==> src/rtl/ql_irq_ctrl.sv <==
// ql_irq_ctrl: synchronous interrupt controller for the QL core.
// Collects N active-high sources, applies per-channel mask and edge/level mode,
// keeps write-1-to-clear pending bits, and folds the result into the 68008
// active-low IPL pair coming from the IPC.
//
// Register map (16-bit bus, bit i = channel i, bits >= N read 0):
//   addr 0 : pending (read) / write-1-to-clear
//   addr 1 : mask (R/W)
//   addr 2 : mode (R/W), 0 = edge, 1 = level
//   addr 3 : raw source after optional synchroniser (read) / write-1-to-set
//
// Optional build macro IRQ_SYNC_EN: when defined, every source bit passes
// through a 2-flop synchroniser before gating (adds 2 cycles of latency, and
// addr 3 reads the synchronised value). When undefined, src is used directly.
//
// All flops are clocked by clk and cleared by the synchronous, active-high reset.

module ql_irq_ctrl #(
   parameter int           N        = 8,
   parameter logic [1:0]   PEND_IPL = 2'b01,
   parameter logic [N-1:0] MODE_RST = '0
) (
   input  logic         clk,
   input  logic         reset,
   input  logic         cen,
   input  logic         cpu_sel,
   input  logic         cpu_wr,
   input  logic [1:0]   cpu_addr,
   input  logic         cpu_uds,
   input  logic         cpu_lds,
   input  logic [15:0]  cpu_din,
   output logic [15:0]  cpu_dout,
   input  logic [N-1:0] src,
   input  logic [1:0]   ipc_ipl,
   output logic [1:0]   ipl,
   output logic         irq_any
);

   localparam logic [1:0] ADDR_PEND = 2'd0;
   localparam logic [1:0] ADDR_MASK = 2'd1;
   localparam logic [1:0] ADDR_MODE = 2'd2;
   localparam logic [1:0] ADDR_SRC  = 2'd3;

   // Zero-extend an N-bit channel vector onto the 16-bit data bus.
   function automatic logic [15:0] to_bus(input logic [N-1:0] v);
      logic [15:0] r;
      r = 16'h0000;
      for (int i = 0; i < N; i++) begin
         r[i] = v[i];
      end
      return r;
   endfunction

   // Merge write data into a register value under a per-bit write enable.
   function automatic logic [N-1:0] merge_bits(input logic [N-1:0] old_v,
                                               input logic [N-1:0] new_v,
                                               input logic [N-1:0] en_v);
      return (old_v & ~en_v) | (new_v & en_v);
   endfunction

   // ------------------------------------------------------------------
   // State
   // ------------------------------------------------------------------
   logic [N-1:0] pending_q, pending_d;
   logic [N-1:0] mask_q,    mask_d;
   logic [N-1:0] mode_q,    mode_d;
   logic [N-1:0] gate_q,    gate_d;     // previous gated input (g_d)
   logic         irq_any_q, irq_any_d;
   logic [1:0]   ipl_q,     ipl_d;

   // ------------------------------------------------------------------
   // Combinational helpers
   // ------------------------------------------------------------------
   logic         bus_we_s;
   logic [N-1:0] lane_en_s;     // byte-lane enable mapped onto channels
   logic [N-1:0] wdata_s;       // write data restricted to enabled lanes
   logic [N-1:0] ack_s;         // W1C bits this cycle
   logic [N-1:0] swset_s;       // software-trigger bits this cycle
   logic [N-1:0] src_s;         // source after optional synchroniser
   logic [N-1:0] gated_s;       // src_s & mask
   logic [N-1:0] set_s;         // hardware set bits this cycle
   logic         unused_din_s;

   // Bits of cpu_din above the channel count never reach a register.
   assign unused_din_s = ^cpu_din;

   assign bus_we_s = cen & cpu_sel & cpu_wr;

`ifdef IRQ_SYNC_EN
   logic [N-1:0] sync1_q;
   logic [N-1:0] sync2_q;

   // Two-stage synchroniser on every source bit, cleared by reset.
   always_ff @(posedge clk) begin
      if (reset) begin
         sync1_q <= '0;
         sync2_q <= '0;
      end else begin
         sync1_q <= src;
         sync2_q <= sync1_q;
      end
   end

   assign src_s = sync2_q;
`else
   assign src_s = src;
`endif

   // Byte enables: upper lane (bits 15:8) follows uds, lower lane follows lds.
   always_comb begin
      lane_en_s = '0;
      wdata_s   = '0;
      for (int i = 0; i < N; i++) begin
         if (i >= 32'sd8) begin
            lane_en_s[i] = cpu_uds;
         end else begin
            lane_en_s[i] = cpu_lds;
         end
         wdata_s[i] = cpu_din[i] & lane_en_s[i];
      end
   end

   // Decode the bus strobe into per-register write actions.
   always_comb begin
      ack_s   = '0;
      swset_s = '0;
      mask_d  = mask_q;
      mode_d  = mode_q;
      if (bus_we_s) begin
         case (cpu_addr)
            ADDR_PEND: ack_s   = wdata_s;
            ADDR_MASK: mask_d  = merge_bits(mask_q, wdata_s, lane_en_s);
            ADDR_MODE: mode_d  = merge_bits(mode_q, wdata_s, lane_en_s);
            ADDR_SRC:  swset_s = wdata_s;
            default: begin
               ack_s   = '0;
               swset_s = '0;
            end
         endcase
      end else begin
         ack_s   = '0;
         swset_s = '0;
      end
   end

   // Per-channel set detection: rising edge of the gated input for edge
   // channels, gated level for level channels. Set beats ack so a new
   // event arriving on the acknowledge cycle is never lost.
   always_comb begin
      gated_s   = src_s & mask_q;
      set_s     = (mode_q & gated_s) | (~mode_q & gated_s & ~gate_q);
      gate_d    = gated_s;
      pending_d = (pending_q & ~ack_s) | set_s | swset_s;
   end

   // Output next state is derived from the registered pending vector, so
   // irq_any and ipl trail pending by one clock.
   always_comb begin
      irq_any_d = |pending_q;
      if (irq_any_d) begin
         ipl_d = ipc_ipl & PEND_IPL;
      end else begin
         ipl_d = ipc_ipl;
      end
   end

   // Channel state registers.
   always_ff @(posedge clk) begin
      if (reset) begin
         pending_q <= '0;
         mask_q    <= '0;
         mode_q    <= MODE_RST;
         gate_q    <= '0;
      end else begin
         pending_q <= pending_d;
         mask_q    <= mask_d;
         mode_q    <= mode_d;
         gate_q    <= gate_d;
      end
   end

   // Registered CPU-facing outputs; IPL idles at level 0 (both lines high).
   always_ff @(posedge clk) begin
      if (reset) begin
         irq_any_q <= 1'b0;
         ipl_q     <= 2'b11;
      end else begin
         irq_any_q <= irq_any_d;
         ipl_q     <= ipl_d;
      end
   end

   // Read multiplexer, combinational from the register index.
   always_comb begin
      cpu_dout = 16'h0000;
      case (cpu_addr)
         ADDR_PEND: cpu_dout = to_bus(pending_q);
         ADDR_MASK: cpu_dout = to_bus(mask_q);
         ADDR_MODE: cpu_dout = to_bus(mode_q);
         ADDR_SRC:  cpu_dout = to_bus(src_s);
         default:   cpu_dout = 16'h0000;
      endcase
   end

   assign irq_any = irq_any_q;
   assign ipl     = ipl_q;

endmodule

==> config.mk <==
export PLATFORM = sky130hd
export DESIGN_NAME = ql_irq_ctrl
export DESIGN_NICKNAME = d
export VERILOG_FILES = /design/src/rtl/ql_irq_ctrl.sv
export SDC_FILE = /design/constraint.sdc
export NUM_CORES = 1
export LEC_CHECK = 0
export CAP_MARGIN = 20
export CORE_AREA = 2 2 59 61
export DETAILED_ROUTE_END_ITERATION = 10
export DIE_AREA = 0 0 61 63
export DONT_BUFFER_PORTS = 1
export GPL_TIMING_DRIVEN = 1
export PLACE_DENSITY = 0.73
export RECOVER_POWER = 50
export SLEW_MARGIN = 15
export SYNTH_ARGS = -nofsm -noshare
export SYNTH_HDL_FRONTEND = slang
export SYNTH_SLANG_ARGS = --single-unit
==> constraint.sdc <==
create_clock -name clk -period 1.1 [get_ports clk]
set_input_delay 0.22 -clock clk [delete_from_list [all_inputs] [get_ports clk]]
set_output_delay 0.22 -clock clk [all_outputs]
set_load 0.05 [all_outputs]
==> impl_metrics.csv <==
group,metric,value,unit
critical_path,crit_required,880,ps
sta,rsz0062_at_grt,"yes",
global_routing,use_met3,0.1180,
sta,tns,-3769,ps
logic_synthesis,yosys_warnings,0,
sta,period_needed,1539,ps
global_routing,gr-usage-all-layers,0.2364,
routing,drtAntennaViolNets,0,
finish,synthToLayoutAreaGrowth,17.50,%
sta,final_max_slew_viol_count,0,
clocking,ctsHtreeMaxLevel,2,
worst_hold_path,min_path_type,"in2reg",
routing,vias,1557,
die,die_area,3843,um^2
sta,hold_viol_final,0,
critical_path,rr_startpoint,"pending_q[4]",
logic_synthesis,yosysSeqAreaShare,0.4049,
placed_design,place_congestion,0.7962,
power_and_ir_drop,power_leakage,0.0007958,uW
finish,final_cell_mix,"24 x nand3_1, 23 x dfxtp_1, 23 x buf_4",
flow_run,maxCapViolations,0,
die,coreArea,3232,um^2
logic_synthesis,synth_top_area_share,0.4049,
logic_synthesis,ys_seq_elements,35,
sta,period_share,1.399,
finish,diodes,0,
worst_hold_path,whs_path_depth,2,
critical_path,worst-path-buf-inv,0,
sta,fmax,649.9,MHz
critical_path,critPathKind,"reg2out",
finish,final_common_cell,"nand3_1",
worst_hold_path,min_to,"gate_q[4]",
critical_path,crit_chain,"mux4_2",
critical_path,worst_ep_arrival_time,1320,ps
logic_synthesis,yosysTopAreaCell,"dfxtp_1",
power_and_ir_drop,ir_drop,713.7,uV
critical_path,rr_worst_depth,4,
routing,drtPass1Iterations,4,
sta,worst_slack,-438.7,ps
clocking,cts_buffers,5,
die,fp.dieH,63,um
clocking,cts_tree,"yes",
clocking,cts.clk_slew.worst_paths,110,ps
die,io_pins,54,
global_routing,grt_pass1_vias,1549,
run_status,status,"complete, but fails checks",
critical_path,cp_max_fo,2,
worst_hold_path,min-delay-start,"src[4]",
critical_path,r2r_end,"ipl[1]",
global_routing,top_usage_layer,"met2",
logic_synthesis,synth.distinct_cells,28,
routing,drc,0,
die,dieWidth,61,um
routing,wl,4458,um
clocking,clockRootBuffer,"clkbuf_4",
routing,drt-wirelength-per-cell,16.70,um
logic_synthesis,synth_area,1730,um^2
placed_design,dp_hpwl,2863,um
global_routing,grt_pass1_wl,6693,um
global_routing,use_met2,0.3844,
global_routing,grt_max_degree,36,
logic_synthesis,ys.flop_type,"dfxtp_1",
critical_path,cp_slowest_cell,"mux4_2",
logic_synthesis,synth_edf_count,0,
critical_path,critPathTopFamily,"multiplexers",
critical_path,critPathLaunchType,"register",
clocking,clk_latency,350,ps
finish,layout-drive-gt1-share,0.2941,
clocking,cts_sinks,35,
routing,viasPerCell,5.831,
critical_path,slowest_delay,620,ps
die,floorplan.initialDensity,0.5354,
critical_path,endpoint_kind,"output port",
placed_design,port_buffers,0,
logic_synthesis,synth_cells,193,
die,num_rows,21,
logic_synthesis,syn_avg_cell_area,8.966,um^2
finish,final_core_util,0.6291,
clocking,cts.path.max_buffers,2,
sta,setup_violations,10,
logic_synthesis,yosys-top-cells-area,"dfxtp_1 40%, mux4_2 10%, nand3_1 6.9%, a21oi_1 4.6%, buf_4 4.3%",
logic_synthesis,async_flop_share,0,
global_routing,antenna_found_initial,0,
power_and_ir_drop,p_per_area,1156,nW/um^2
critical_path,r2r_setup_slack,-200,ps
run_status,failed_checks,"negative setup slack",
finish,nets,256,
routing,drt_iter0_drc,100,
global_routing,overflow,0,
sta,skew,6.616,ps
global_routing,use_met1,0.2467,
==> worst max-delay path by stage <==
stage,start,to,slack [ps],cells after the start
2_1_floorplan,cpu_addr[0],cpu_dout[0],-100,2
3_3_place_gp,pending_q[4],ipl[1],-80,3
3_5_place_dp,pending_q[4],ipl[1],-90,3
4_1_cts,register,cpu_dout[3],-430,1
5_1_grt,register,cpu_dout[2],-470,1
6_report,register,cpu_dout[2],-440,1
==> layout make-up <==
| class | instances | area (um^2) |
|---|---|---|
| inverter | 16 | 60.06 |
| fill | 276 | 1199 |
| multi-input combinational | 126 | 834.6 |
| timing repair buffer | 37 | 309.0 |
| tap | 46 | 57.56 |
| clock inverter | 1 | 5.005 |
| sequential | 35 | 715.7 |
| clock buffer | 6 | 51.30 |
==> layer usage <==
layer	vias to the layer above	wire, um
li1	726	-
met1	717	1579
met2	95	2299
met3	19	467
met4	0	111
met5	-	0
==> per-stage QoR <==
step / total power, uW / std cells / area, um^2 / hold slack, ps / setup WS [ps]
floorplan: 1619 / 200 / 1778 / 323.8 / -95.99
global placement: 1590 / 244 / 1804 / 293.7 / -78.22
detailed placement: 1593 / 244 / 1804 / 294.6 / -89.32
CTS: 2333 / 264 / 2001 / 1.196 / -433.2
global route: 2436 / 267 / 2033 / -5.491 / -475.0
finish: 2351 / 267 / 2033 / 2.221 / -438.7
==> synthesized netlist by cell type (2+ instances only) <==
cell / number
buf_4: 10
a21oi_1: 16
o21ai_0: 8
o21ai_1: 8
o31ai_1: 8
nor2_1: 10
mux4_2: 8
dfxtp_1: 35
or4_1: 2
buf_6: 3
a21o_1: 9
a31oi_1: 8
buf_2: 3
clkbuf_1: 5
inv_1: 16
nand2_1: 9
nand3_1: 24
==> power by group <==
| group | switching (uW) | total [uW] | internal [uW] |
|---|---|---|---|
| sequential | 7.57 | 1290 | 1280 |
| combinational | 226 | 327 | 101 |
| clock | 439 | 735 | 296 |
| total | 672 | 2350 | 1680 |
==> kinds of logic (layout without fill, tap and decap cells) <==
group           Yosys count  count (layout)  share of synthesized area
compound gates           57              57                     0.1952
simple gates             53              53                     0.1620
buf+inv                  39              60                     0.1316
flops                    35              35                     0.4049
mux                       8               8                     0.1041
other cells               1               8                   0.002167
==> what timing repair did <==
action / 4_1_cts / 5_1_grt
hold endpoints to repair: 35 / 1
pin swaps: 1 / 0
setup buffers: 10 / 2
hold buffers: 3 / 1
resized for setup: 17 / 4
setup endpoints to repair: 10 / 13
No activity file was read; power rests on OpenSTA's default activity.
